==> src/rtl/coin_pulse_generator_pkg.sv <==
// Shared types and default pulse widths for the coin-sensor transmit path.
// width_of() is also used by benches that drive or measure coin pulses.
package coin_pulse_generator_pkg;

    typedef enum logic [1:0] {
        COIN_NONE    = 2'b00,
        COIN_DIME    = 2'b01,
        COIN_NICKEL  = 2'b10,
        COIN_QUARTER = 2'b11
    } coin_t;

    typedef enum logic [1:0] {
        IDLE  = 2'd0,
        PULSE = 2'd1,
        GAP   = 2'd2
    } state_t;

    localparam int DIME_W_DEF    = 3;
    localparam int NICKEL_W_DEF  = 7;
    localparam int QUARTER_W_DEF = 11;
    localparam int GAP_W_DEF     = 2;

    function automatic int width_of(coin_t coin);
        case (coin)
            COIN_DIME:    return DIME_W_DEF;
            COIN_NICKEL:  return NICKEL_W_DEF;
            COIN_QUARTER: return QUARTER_W_DEF;
            default:      return 0;
        endcase
    endfunction

    function automatic int max2(int a, int b);
        return (a > b) ? a : b;
    endfunction

endpackage

==> src/rtl/coin_pulse_generator_if.sv <==
// Request handshake and sensor-side status of the coin pulse generator.
// master = request producer / observer, slave = the generator itself.
interface coin_pulse_generator_if;
    import coin_pulse_generator_pkg::*;

    logic  reqValid;
    coin_t reqCoin;
    logic  reqReady;
    logic  coinSensor;
    logic  busy;
    logic  done;
    logic  badReq;

    modport master (
        output reqValid, reqCoin,
        input  reqReady, coinSensor, busy, done, badReq
    );

    modport slave (
        input  reqValid, reqCoin,
        output reqReady, coinSensor, busy, done, badReq
    );

endinterface

==> src/rtl/coin_pulse_generator_req_fifo.sv <==
// Two-entry request buffer (read pointer + count) with asynchronous reset.
// The caller guarantees no push when full and no pop when empty.
module coin_pulse_generator_req_fifo
    import coin_pulse_generator_pkg::*;
(
    input  logic  clk,
    input  logic  reset,
    input  logic  push,
    input  coin_t push_coin,
    input  logic  pop,
    output coin_t head,
    output logic  full,
    output logic  empty
);

    coin_t      mem [2];
    logic       rd_ptr;
    logic [1:0] count;
    logic       wr_idx;

    // With one entry stored the free slot is the one opposite the read pointer.
    assign wr_idx = rd_ptr ^ count[0];
    assign head   = mem[rd_ptr];
    assign full   = (count == 2'd2);
    assign empty  = (count == 2'd0);

    always_ff @(posedge clk or posedge reset) begin
        if (reset) begin
            mem[0] <= COIN_NONE;
            mem[1] <= COIN_NONE;
            rd_ptr <= 1'b0;
            count  <= 2'd0;
        end else begin
            if (push) begin
                mem[wr_idx] <= push_coin;
            end
            if (pop) begin
                rd_ptr <= ~rd_ptr;
            end
            case ({push, pop})
                2'b10:   count <= count + 2'd1;
                2'b01:   count <= count - 2'd1;
                default: count <= count;
            endcase
        end
    end

endmodule

==> src/rtl/coin_pulse_generator.sv <==
// Turns buffered coin requests into coinSensor pulses whose high width encodes
// the coin type, each followed by a forced low gap.
module coin_pulse_generator
    import coin_pulse_generator_pkg::*;
#(
    parameter int DIME_W    = DIME_W_DEF,
    parameter int NICKEL_W  = NICKEL_W_DEF,
    parameter int QUARTER_W = QUARTER_W_DEF,
    parameter int GAP_W     = GAP_W_DEF
)
(
    input  logic clk,
    input  logic reset,
    coin_pulse_generator_if.slave bus
);

    localparam int CNT_W = $clog2(max2(QUARTER_W, GAP_W) + 1);

    if (DIME_W < 1 || NICKEL_W < 1 || QUARTER_W < 1 || GAP_W < 1) begin : g_bad_width
        $error("coin_pulse_generator: every pulse/gap width must be at least 1");
    end

    state_t             state_q;
    state_t             state_d;
    logic [CNT_W-1:0]   cnt_q;
    logic [CNT_W-1:0]   cnt_d;
    logic               pop;
    logic               done_d;
    logic               accept;
    logic               is_none;
    logic               push;
    logic               full;
    logic               empty;
    coin_t              head;
    logic               sensor_q;
    logic               done_q;
    logic               bad_q;

    function automatic logic [CNT_W-1:0] load_width(coin_t coin);
        case (coin)
            COIN_DIME:    return CNT_W'(DIME_W - 1);
            COIN_NICKEL:  return CNT_W'(NICKEL_W - 1);
            COIN_QUARTER: return CNT_W'(QUARTER_W - 1);
            default:      return '0;
        endcase
    endfunction

    // Invalid coins complete the handshake but never enter the buffer.
    assign accept  = bus.reqValid & bus.reqReady;
    assign is_none = (bus.reqCoin == COIN_NONE);
    assign push    = accept & ~is_none;

    coin_pulse_generator_req_fifo u_fifo (
        .clk       (clk),
        .reset     (reset),
        .push      (push),
        .push_coin (bus.reqCoin),
        .pop       (pop),
        .head      (head),
        .full      (full),
        .empty     (empty)
    );

    always_comb begin
        state_d = state_q;
        cnt_d   = cnt_q;
        pop     = 1'b0;
        done_d  = 1'b0;
        case (state_q)
            IDLE: begin
                if (!empty) begin
                    pop     = 1'b1;
                    cnt_d   = load_width(head);
                    state_d = PULSE;
                end
            end
            PULSE: begin
                if (cnt_q == '0) begin
                    cnt_d   = CNT_W'(GAP_W - 1);
                    state_d = GAP;
                end else begin
                    cnt_d = cnt_q - CNT_W'(1);
                end
            end
            GAP: begin
                if (cnt_q == '0) begin
                    done_d  = 1'b1;
                    state_d = IDLE;
                end else begin
                    cnt_d = cnt_q - CNT_W'(1);
                end
            end
            default: begin
                state_d = IDLE;
            end
        endcase
    end

    always_ff @(posedge clk or posedge reset) begin
        if (reset) begin
            state_q <= IDLE;
            cnt_q   <= '0;
        end else begin
            state_q <= state_d;
            cnt_q   <= cnt_d;
        end
    end

    // Outputs are registered off the FSM, so the pin trails the state by one cycle.
    always_ff @(posedge clk or posedge reset) begin
        if (reset) begin
            sensor_q <= 1'b0;
            done_q   <= 1'b0;
            bad_q    <= 1'b0;
        end else begin
            sensor_q <= (state_q == PULSE);
            done_q   <= done_d;
            bad_q    <= accept & is_none;
        end
    end

    assign bus.reqReady   = ~full;
    assign bus.coinSensor = sensor_q;
    assign bus.done       = done_q;
    assign bus.badReq     = bad_q;
    assign bus.busy       = (state_q != IDLE) | ~empty;

endmodule

==> src/flat_wrapper.sv <==
// flat-port wrapper written by rule: the top's interface ports become plain ports
module coin_pulse_generator_flat import coin_pulse_generator_pkg::*;
#(
    parameter int DIME_W    = DIME_W_DEF,
    parameter int NICKEL_W  = NICKEL_W_DEF,
    parameter int QUARTER_W = QUARTER_W_DEF,
    parameter int GAP_W     = GAP_W_DEF
)
  (clk, reset, bus_reqValid, bus_reqCoin, bus_reqReady, bus_coinSensor, bus_busy, bus_done, bus_badReq);
  coin_pulse_generator_if bus_i ();
  input  logic clk;
  input  logic reset;
  input wire logic [$bits(bus_i.reqValid)-1:0] bus_reqValid;
  input wire logic [$bits(bus_i.reqCoin)-1:0] bus_reqCoin;
  output wire logic [$bits(bus_i.reqReady)-1:0] bus_reqReady;
  output wire logic [$bits(bus_i.coinSensor)-1:0] bus_coinSensor;
  output wire logic [$bits(bus_i.busy)-1:0] bus_busy;
  output wire logic [$bits(bus_i.done)-1:0] bus_done;
  output wire logic [$bits(bus_i.badReq)-1:0] bus_badReq;
  assign bus_i.reqValid = bus_reqValid;
  assign bus_i.reqCoin = bus_reqCoin;
  assign bus_reqReady = bus_i.reqReady;
  assign bus_coinSensor = bus_i.coinSensor;
  assign bus_busy = bus_i.busy;
  assign bus_done = bus_i.done;
  assign bus_badReq = bus_i.badReq;
  coin_pulse_generator #(.DIME_W(DIME_W), .NICKEL_W(NICKEL_W), .QUARTER_W(QUARTER_W), .GAP_W(GAP_W)) u_core (.clk(clk), .reset(reset), .bus(bus_i));
endmodule
==> config.mk <==
export PLATFORM = sky130hd
export DESIGN_NAME = coin_pulse_generator_flat
export DESIGN_NICKNAME = d
export VERILOG_FILES = /design/src/rtl/coin_pulse_generator_pkg.sv /design/src/rtl/coin_pulse_generator_if.sv /design/src/rtl/coin_pulse_generator_req_fifo.sv /design/src/rtl/coin_pulse_generator.sv /design/src/flat_wrapper.sv
export SDC_FILE = /design/constraint.sdc
export NUM_CORES = 1
export LEC_CHECK = 0
export CAP_MARGIN = 40
export CELL_PAD_IN_SITES_DETAIL_PLACEMENT = 0
export CELL_PAD_IN_SITES_GLOBAL_PLACEMENT = 1
export CORE_MARGIN = 5
export CORE_UTILIZATION = 43
export CTS_BUF_LIST = sky130_fd_sc_hd__clkbuf_8 sky130_fd_sc_hd__clkbuf_16
export CTS_CLUSTER_DIAMETER = 120
export CTS_CLUSTER_SIZE = 8
export DETAILED_ROUTE_END_ITERATION = 10
export GPL_ROUTABILITY_DRIVEN = 0
export MAX_ROUTING_LAYER = met4
export PLACE_DENSITY = 0.74
export SYNTH_ARGS = -nofsm -noshare
export SYNTH_HDL_FRONTEND = slang
export SYNTH_SLANG_ARGS = --single-unit
==> constraint.sdc <==
create_clock -name clk -period 1.8 [get_ports clk]
set_input_delay 0.18 -clock clk [delete_from_list [all_inputs] [get_ports clk]]
set_output_delay 0.18 -clock clk [all_outputs]
set_load 0.01 [all_outputs]
==> results of run 1 <==
## synthesized netlist by cell type
| master | n |
|---|---|
| ha_1 | 8 |
| a21oi_1 | 4 |
| nor4b_2 | 1 |
| nor2b_1 | 1 |
| nor2_1 | 6 |
| nand2_1 | 2 |
| o211a_4 | 1 |
| nor3_1 | 6 |
| nand2b_1 | 1 |
| dfrtp_1 | 16 |
| xnor2_1 | 3 |
| buf_6 | 1 |
| a211oi_1 | 2 |
| inv_1 | 8 |
| nand3b_1 | 2 |
| inv_2 | 1 |
| nand3_1 | 2 |
| mux2i_1 | 1 |
| xor2_1 | 2 |
| or3b_1 | 2 |
| a22o_1 | 1 |
| nand2b_4 | 1 |
| buf_2 | 1 |
| nor3b_2 | 2 |
| nor3_2 | 1 |
| a31oi_1 | 2 |
| o21ai_1 | 6 |
| a211o_4 | 1 |
| o41ai_1 | 1 |
| mux2_1 | 5 |
| and2_1 | 1 |
## sequential cells by signal (all words and copies together) (netlist names)
register and flops:
u_core.bus.coinSensor 1, u_core.u_fifo.mem 4, u_core.u_fifo.count 2, u_core.bus.badReq 1
u_core.cnt_q 4, u_core.bus.done 1, u_core.state_q 2, u_core.u_fifo.rd_ptr 1
## cells by family (layout without fill, tap and decap cells)
family,Yosys count,count (layout),synth area share
XOR/XNOR,5,5,0.0449
adder cells (fa/ha/maj),8,8,0.103
flip-flops,16,16,0.410
AO/OA/AOI/OAI,18,18,0.133
buffers and inverters,11,25,0.0513
AND/OR/NAND/NOR,28,28,0.190
multiplexers,6,6,0.0679
## per-stage QoR
| stage | util | area [um2] | instances | setup slack (ns) |
|---|---|---|---|---|
| floorplan | - | 976 | 92 | 0.259 |
| global placement | 0.495 | 1080 | 127 | 0.112 |
| detailed placement | 0.495 | 1080 | 127 | 0.0478 |
| CTS | 0.529 | 1160 | 133 | 0.108 |
| global route | 0.533 | 1170 | 134 | 0.00617 |
| finish | 0.533 | 1170 | 134 | 0.112 |
## layout by cell type (no fill, tap or decap), drive strengths merged
cell / synthesis / routed
xnor2: 3 / 3
mux2: 5 / 5
o21ai: 6 / 6
a211oi: 2 / 2
nand3: 2 / 2
nor4b: 1 / 1
a22o: 1 / 1
clkbuf: 0 / 4
xor2: 2 / 2
nor2: 6 / 6
a211o: 1 / 1
a21oi: 4 / 4
clkdlybuf4s50: 0 / 8
dfrtp: 16 / 16
buf: 2 / 3
and2: 1 / 1
a31oi: 2 / 2
nor3: 7 / 7
or3b: 2 / 2
nor2b: 1 / 1
ha: 8 / 8
o211a: 1 / 1
nand2b: 2 / 2
nand2: 2 / 2
dlygate4sd2: 0 / 1
nand3b: 2 / 2
o41ai: 1 / 1
nor3b: 2 / 2
mux2i: 1 / 1
inv: 9 / 9
## cell type report
type | count | area, um2 | share of cell area
tap | 28 | 35.0 | 0.0300
sequential | 16 | 400 | 0.343
multi-input combinational | 65 | 532 | 0.456
clock buffer | 4 | 55.1 | 0.0472
timing repair buffer | 12 | 111 | 0.0954
inverter | 9 | 33.8 | 0.0289
## power groups by stage
stage	logic (uW)	clock network, uW	registers (uW)
final	1150	320	694
after global routing	1290	337	722
after CTS	1150	319	700
after detailed placement	1090	0	705
after global placement	1080	0	697
after floorplan	921	0	640
## critical path: stages, from the launching register on
cell and delay (ns):
dfrtp_1 0.51, nand2b_4 0.21, clkdlybuf4s50_1 0.54
## layer usage
metal | vias up | wire length (um) | part of all wire
met4 | 0 | 10 | 0.0059
met3 | 2 | 54 | 0.032
li1 | 347 | - | -
met5 | - | 0 | 0
met1 | 320 | 810 | 0.48
met2 | 12 | 818 | 0.48
## what timing repair did
action	4_1_cts	5_1_grt
resized for setup	2	0
endpoints found under the setup margin	1	1
hold buffers	0	0
setup buffers	2	1
## worst max-delay path by stage
stage          slack (ns)                    from                end
6_report             0.11  u_core.u_fifo.count[0]       bus_reqReady
4_1_cts              0.11  u_core.u_fifo.count[0]       bus_reqReady
5_1_grt             0.006       u_core.state_q[0]    u_core.cnt_q[2]
3_5_place_dp         0.05       u_core.state_q[0]           bus_busy
3_3_place_gp         0.11       u_core.state_q[0]           bus_busy
2_1_floorplan        0.26       u_core.state_q[0]  u_core.state_q[0]
==> metrics.md, run 1 <==
| Metric | Value |
|---|---|
| Status | `complete, no violations` |
| Clock Path Buffers | `2` |
| Hold_ws | `0.300 ns` |
| Total negative slack | `0 ns` |
| Slew headroom | `0.605` |
| Sink Count | `16` |
| CP endpoint kind | `primary output` |
| Clk network pwr share | `0.148` |
| Clock transition at path regs | `0.07 ns` |
| M2 GR Usage | `0.200` |
| Synth unique cells | `31` |
| Area growth from synthesis to layout | `19.6%` |
| Starting Density | `0.445` |
| CTS tree | `done` |
| Chip height | `57.6 um` |
| Filler Cell Count | `208` |
| Initial DRC count | `12` |
| Global Route met3 Usage | `0.0267` |
| Antenna violations before repair | `0` |
| GR peak layer | `met2` |
| Warnings, synthesis | `0` |
| Flop pwr share | `0.321` |
| Reg-to-reg endpoint | `u_core.cnt_q[0]` |
| Cts bufs inserted | `3` |
| Final period util | `0.938` |
| DR vias/cell | `~5.1` |
| Leak | `0.000507 uW` |
| Worst reg2reg path depth | `6` |
| Antenna diodes | `0` |
| Synth area leader | `dfrtp_1` |
| # rows | `17` |
| Worst slew pin tran | `approximately 0.6 ns` |
| Global-route wire length before repair | `3020 um` |
| Skew final | `0.00234 ns` |
| DRC errors left | `0` |
| Critical R2R Launch | `u_core.state_q[1]` |
| Max_cap viols | `0` |
| Crit Path Class | `register to primary output` |
| Worst-skew pair later-pin latency | `between 0.2 and 0.3 ns` |
| Worst hold path type | `primary input to async pin` |
| Syn_area_per_cell | `10.6 um2` |
| FMAX | `around 600 MHz` |
| Routed Antenna Nets | `0` |
| All-layer global routing usage | `0.118` |
| Met1 usage | `0.142` |
| Max-slew violations | `0` |
| Sw frac | `0.396` |
| Nets | `120` |
| Ports | `10` |
| WL per Instance | `about 13 um` |
| CTS root buf | `clkbuf_8` |
| Register bit count reported by yosys | `16` |
| Largest net degree at the start of global routing | `17` |
| Min Tclk post-route | `1.69 ns` |
| Switching pwr | `856 uW` |
| R2r setup slk | `0.15 ns` |
| Post-Synthesis Cell Area | `976 um2` |
| Endpoints failing hold | `0` |
| Core Box Area | `2190 um2` |
| Synth top area cells | `dfrtp_1, ha_1, mux2_1` |
| CP startpoint kind | `register` |
| Total chip power | `2160 uW` |
| CP arrival | `1.51 ns` |
| I/O Buffers | `9` |
| Die width | `57.6 um` |
| Seq/Total Area, Yosys | `0.410` |
| Drt total wl | `1690 um` |
| Crit-path max FO | `6` |
| Synth top area share | `0.410` |
| PwrDens | `1850 nW/um2` |
| Max VDD drop | `a little over 1 mV` |
| Die area | `3320 um2` |
| Setup violators final | `0` |
| DRT Pass-1 Iters | `4` |
| RSZ-0062 raised after global routing | `no` |
| H-Tree Depth | `1` |
| Gate count after technology mapping | `92` |
| Syn Nets | `about 110` |
| Post-DP HPWL | `1280 um` |
| P_int | `1310 uW` |
| WP data required | `1.62 ns` |
| Ratio of cells with drive above 1 in the final layout | `0.142` |
| Share of power burned in combinational logic | `0.531` |
| GRT Residual Overflow | `0` |
| Routed vias | `681` |
| Number of global-route vias before repair | `700` |
Power figures use the tool's default switching activity.
==> run 2, diff against run 1 <==
--- a/config.mk
+++ b/config.mk
@@ -17,6 +17,7 @@
 export GPL_ROUTABILITY_DRIVEN = 0
 export MAX_ROUTING_LAYER = met4
 export PLACE_DENSITY = 0.74
+export SKIP_LAST_GASP = 1
 export SYNTH_ARGS = -nofsm -noshare
 export SYNTH_HDL_FRONTEND = slang
 export SYNTH_SLANG_ARGS = --single-unit
==> results of run 2 <==
Same layout as run 1: the final DEF is identical, and so are final timing and power.
==> RTL change 1, RTL diff (settings of run 2) <==
The 3 states of `state_t` get a one-hot encoding in 3 bits.
--- a/src/rtl/coin_pulse_generator_pkg.sv
+++ b/src/rtl/coin_pulse_generator_pkg.sv
@@ -9,10 +9,10 @@
         COIN_QUARTER = 2'b11
     } coin_t;
 
-    typedef enum logic [1:0] {
-        IDLE  = 2'd0,
-        PULSE = 2'd1,
-        GAP   = 2'd2
+    typedef enum logic [2:0] {
+        IDLE  = 3'b001,
+        PULSE = 3'b010,
+        GAP   = 3'b100
     } state_t;
 
     localparam int DIME_W_DEF    = 3;
Function: no difference found for any inputs over 10 cycles, from zero or initial values and one cycle with reset high; not proved beyond that.
==> RTL change 1 against run 2 <==
Sequential power grew 6.9%; wire length shrank 1.4%; first-iteration DRC count shrank 58%; area after synthesis shrank 4.6%; power shrank 6.2%; critical path depth grew 4; setup slack lost 0.017 ns; cell count shrank 6.0%; final area shrank 4.5%; register-to-register slack lost 0.05 ns; sequential cell count grew 1; sequential share of layout area grew 4.0 points; combinational power shrank 13%.
==> RTL change 1: results (changes against run 2) <==
Status: completed
Post-DP HPWL: 1183 µm (-7.7%)
Share of cells above drive strength 1: 20.20% (+6.1 points)
Clock root buffer master: clkbuf_8
Initial antenna violation count: 0 (unchanged)
Critical path's slowest cell: o31a_4
DR iter-0 viols: 5 (-7)
Fin cells: 126 (-6.0%)
VDD IR max: 1009 µV (-2.2%)
Avg Vias per Cell: 5.151 (+1.4%)
Worst-margin pin slew: 0.3151 ns (-0.2762 ns)
Critical path peak fanout: 5 (-1)
Syn_area_per_cell: 11.08 µm² (+4.5%)
Filler cell count: 182 (-13%)
Leak pwr: 0.5025 nW (-0.91%)
Placed Instance Area: 1059 µm² (-2.4%)
Largest net degree at the start of global routing: 18 (+1)
Post-synth cell types: 34 (+9.7%)
Final wirelength: 1671 µm (-1.4%)
Top post-synthesis cells by area: dfrtp_1 (43%), mux2_2 (4.8%), ha_1 (4.0%)
Max stage delay on crit path: 0.35 ns (-0.19 ns)
First-pass GRT wire length: 2849 µm (-5.7%)
CP Data Arrival Time: 1.85 ns (+0.34 ns)
Number of global-route vias before repair: 628 (-10%)
Sequential-to-total area share from yosys stat: 45.83% (+4.8 points)
Delay-heaviest family, CP: compound AO/OA/AOI/OAI gates
Switching pwr: 0.7440 mW (-13%)
Biggest regs: u_core.cnt_q x4, u_core.u_fifo.mem x4, u_core.state_q x3
Most frequent cells after synthesis: dfrtp_1 (16), inv_1 (8), nor2_1 (5)
Number of cells after detailed placement: 121 (-4.7%)
# nets final: 108 (-10%)
Total CTS buffers: 3 (unchanged)
Tot GR Track Use: 11.87% (+0.039 points)
Pre-CTS setup slack: 0.07720 ns (+0.02938 ns)
Fraction of synthesis flops using an asynchronous set or reset pin: 100.0% (unchanged)
Clk_skew: 0.002147 ns (-0.0001882 ns)
H-Tree Level Count: 1 (unchanged)
Worst skew pair latency: 0.25 ns (about the same)
Syn nets: 92 (-12%)
Hold Path Class: input port to asynchronous set/reset pin
Buffers on Ports: 9 (unchanged)
-- RTL change 1: cell count changes after synthesis, moves of 3 or more --
cell / delta
o21ai_1: -6
ha_1: -5
mux2_1: -5
mux2_2: +4
nor3_1: -4
o32a_1: +3
-- RTL change 1: cells by family after synthesis --
family                   count (synthesis)  synth area share [%]
AO/OA/AOI/OAI                           14                 13.31
multiplexers                             5                 6.451
buffers and inverters                   11                 6.048
AND/OR/NAND/NOR                         28                 18.68
flip-flops                              17                 45.83
XOR/XNOR                                 6                 5.645
adder cells (fa/ha/maj)                  3                 4.033
-- RTL change 1: routing by layer --
layer / part of all wire (%) / global-route usage [%]
met1: 51 / 16.52
met2: 44 / 16.01
met3: 3.4 / 2.523
met4: 1.7 / 6.102
met5: 0 / -
-- RTL change 1: worst reg2reg max path, cell delays in order (launching register included) --
cell,delay (ns)
dfrtp_1,0.34
inv_1,0.08
ha_2,0.20
nor3b_2,0.16
o31a_4,0.35
and2_4,0.18
mux2_4,0.29
-- RTL change 1: timing repair --
item | 4_1_cts | 5_1_grt
endpoints found under the hold margin | 0 | 0
endpoints found under the setup margin | 0 | 1
gates resized for setup | 0 | 1
buffers inserted | 0 | 1
hold buffers | 0 | 0
-- RTL change 1: final cells by class --
cell class                      instances  area [µm²]  share of cell area [%]
Clock buffer                            3       41.29                   3.704
Clock inverter                          1       5.005                  0.4489
Inverter                                8       30.03                   2.694
Multi-Input combinational cell         56       450.4                   40.40
Sequential cell                        17       426.7                   38.27
Timing Repair Buffer                   14       127.6                   11.45
Tap cell                               27       33.78                   3.030
-- RTL change 1: final timing paths --
path | from | to | slack [ns] | cells after the start
max | u_core.cnt_q[0]$_DFFE_PP0P_ | u_core.cnt_q[1]$_DFFE_PP0P_ | 0.1 | 6
min | reset | u_core.u_fifo.count[1]$_DFFE_PP0P_ | 0.23 | 3
max reg2reg | u_core.cnt_q[0]$_DFFE_PP0P_ | u_core.cnt_q[1]$_DFFE_PP0P_ | 0.1 | 6
min reg2reg | u_core.u_fifo.count[1]$_DFFE_PP0P_ | u_core.u_fifo.count[1]$_DFFE_PP0P_ | 0.50 | 1
max in group asynchronous | reset | u_core.state_q[0]$_DFFE_PP1P_ | 1.31 | 3
min in group clk | u_core.u_fifo.count[1]$_DFFE_PP0P_ | u_core.u_fifo.count[1]$_DFFE_PP0P_ | 0.50 | 1
-- RTL change 1: power groups by stage --
stage,clock (mW),combinational (mW),sequential (mW)
after floorplan,0,0.883,0.676
after global placement,0,0.982,0.754
after detailed placement,0,0.978,0.750
after CTS,0.301,0.990,0.743
after global routing,0.317,1.12,0.770
final,0.288,1.00,0.742
==> RTL change 2, RTL diff (config.mk and constraints of run 2) <==
Without the edit above. `QUARTER_W_DEF`: 11 -> 9.
--- a/src/rtl/coin_pulse_generator_pkg.sv
+++ b/src/rtl/coin_pulse_generator_pkg.sv
@@ -17,7 +17,7 @@
 
     localparam int DIME_W_DEF    = 3;
     localparam int NICKEL_W_DEF  = 7;
-    localparam int QUARTER_W_DEF = 11;
+    localparam int QUARTER_W_DEF = 9;
     localparam int GAP_W_DEF     = 2;
 
     function automatic int width_of(coin_t coin);
Behaviour: same outputs for any inputs over 10 cycles, from zero or initial values and one cycle with reset high; that may be too few to reach the edited logic, so the function may still have changed.
==> RTL change 2 against run 2 <==
Synthesized cell count fell by 3.3%; combinational power rose by 14%; register-to-register slack got worse by 0.09 ns; setup slack got worse by 0.050 ns; global-route usage rose by 1.3 points; wire length rose by 7.1%; power rose by 6.4%; area after synthesis fell by 1.8%; maximum frequency fell by 2.9%; via count rose by 6.2%; sequential cell count did not move; final area rose by 1.2%; clock skew rose by 0.0085 ns; critical path type is now flop to flop; largest power group unchanged.
==> RTL change 2: results (changes against run 2) <==
Worst r2r src: u_core.cnt_q[1]$_DFFE_PP0P_
Top post-synthesis cells by area: dfrtp_1 (42%), ha_1 (13%), mux2_2 (8.2%)
First-pass detailed-route iteration total: 5 (+1)
Avg Vias per Cell: 5.396 (+6.2%)
Total number of vias: 723 (+6.2%)
CP startpoint: u_core.cnt_q[1]$_DFFE_PP0P_
Syn nets: 104 (-0.95%)
Initial antenna violation count: 0 (unchanged)
Post-synth cell types: 32 (+3.2%)
Reg-to-reg endpoint: u_core.cnt_q[2]$_DFFE_PP0P_
Most frequent cells after synthesis: dfrtp_1 (16), ha_1 (10), inv_1 (9)
Tot GR Track Use: 13.09% (+1.3 points)
Worst-margin pin slew: 0.6467 ns (+0.05547 ns)
Critical path's slowest cell: dfrtp_1
Number of cells after detailed placement: 128 (+0.79%)
Pre-CTS setup slack: 0.03271 ns (-0.01511 ns)
Number of global-route vias before repair: 740 (+5.7%)
Share of cells above drive strength 1: 21.70% (+7.5 points)
# nets final: 122 (+1.7%)
DR iter-0 viols: 15 (+3)
Placed Instance Area: 1104 µm² (+1.7%)
Delay-heaviest family, CP: compound AO/OA/AOI/OAI gates
H-Tree Level Count: 1 (unchanged)
Sequential-to-total area share from yosys stat: 41.78% (+0.75 points)
Filler cell count: 209 (+0.48%)
Endpoint type of the worst setup path: flop
Clk_skew: 0.01085 ns (+0.008518 ns)
Cell count after synthesis: 89 (-3.3%)
Reg2Reg Setup Slack: 0.06 ns (-0.09 ns)
Post-route minimum period: 1.737 ns (+0.04962 ns)
Critical path peak fanout: 4 (-2)
Leak pwr: 0.5413 nW (+6.7%)
Max stage delay on crit path: 0.41 ns (-0.13 ns)
Post-DR wirelength/cell: 13.54 µm (+7.1%)
First-pass GRT wire length: 3263 µm (+8.0%)
Post-DP HPWL: 1312 µm (+2.4%)
Synthesis Warnings: 0 (unchanged)
CP Data Arrival Time: 1.87 ns (+0.36 ns)
Final Hold Slack: 0.3160 ns (+0.01562 ns)
VDD IR max: 1211 µV (+17%)
Post-Syn Area: 958.4 µm² (-1.8%)
Status: completed
==> RTL change 2: cell count changes after synthesis, moves of 2 or more <==
| cell | change |
|---|---|
| nand3_1 | -2 |
| ha_1 | +2 |
| mux2_1 | -5 |
| mux2_2 | +7 |
| o22ai_1 | +2 |
| nor3_1 | -4 |
| a21oi_1 | -3 |
| o21ai_0 | +5 |
| nand2b_1 | +4 |
| o21ai_1 | -6 |
| or3b_1 | -2 |
==> RTL change 2: where the power goes <==
group          switching (mW)  internal [mW]
Clock                   0.127          0.194
Sequential              0.144          0.526
Combinational           0.612          0.700
Total                   0.883           1.42
==> RTL change 2: area by class of cell <==
type	instances	area, µm²	share of cell area, %
Multi-Input combinational cell	62	523.0	44.28
Sequential cell	16	400.4	33.90
Timing Repair Buffer	15	133.9	11.33
Clock buffer	4	55.05	4.661
Tap cell	28	35.03	2.966
Inverter	9	33.78	2.860
==> RTL change 2: cells by family (layout without fill, tap and decap cells) <==
kind of cell,Yosys count,in the layout,synth area share [%]
AOI/OAI and AO/OA,17,17,12.40
xor gates and xnor gates,5,5,4.570
adders and majority gates,10,10,13.05
buffers and inverters,11,28,4.568
DFF,16,16,41.78
muxes,8,8,9.269
and+or+nand+nor,22,22,14.36
==> RTL change 2: metal layers <==
metal	global-route usage [%]	vias up	wire, µm
li1	-	340	-
met1	15.41	359	820
met2	21.04	18	876
met3	4.525	6	83
met4	3.974	0	35
met5	-	-	0
==> RTL change 2: repair_timing <==
| action | 4_1_cts | 5_1_grt |
|---|---|---|
| endpoints found under the setup margin | 1 | 3 |
| hold endpoints to repair | 0 | 0 |
| pin swaps | 0 | 1 |
| setup buffers | 0 | 2 |
| gates resized for setup | 2 | 2 |
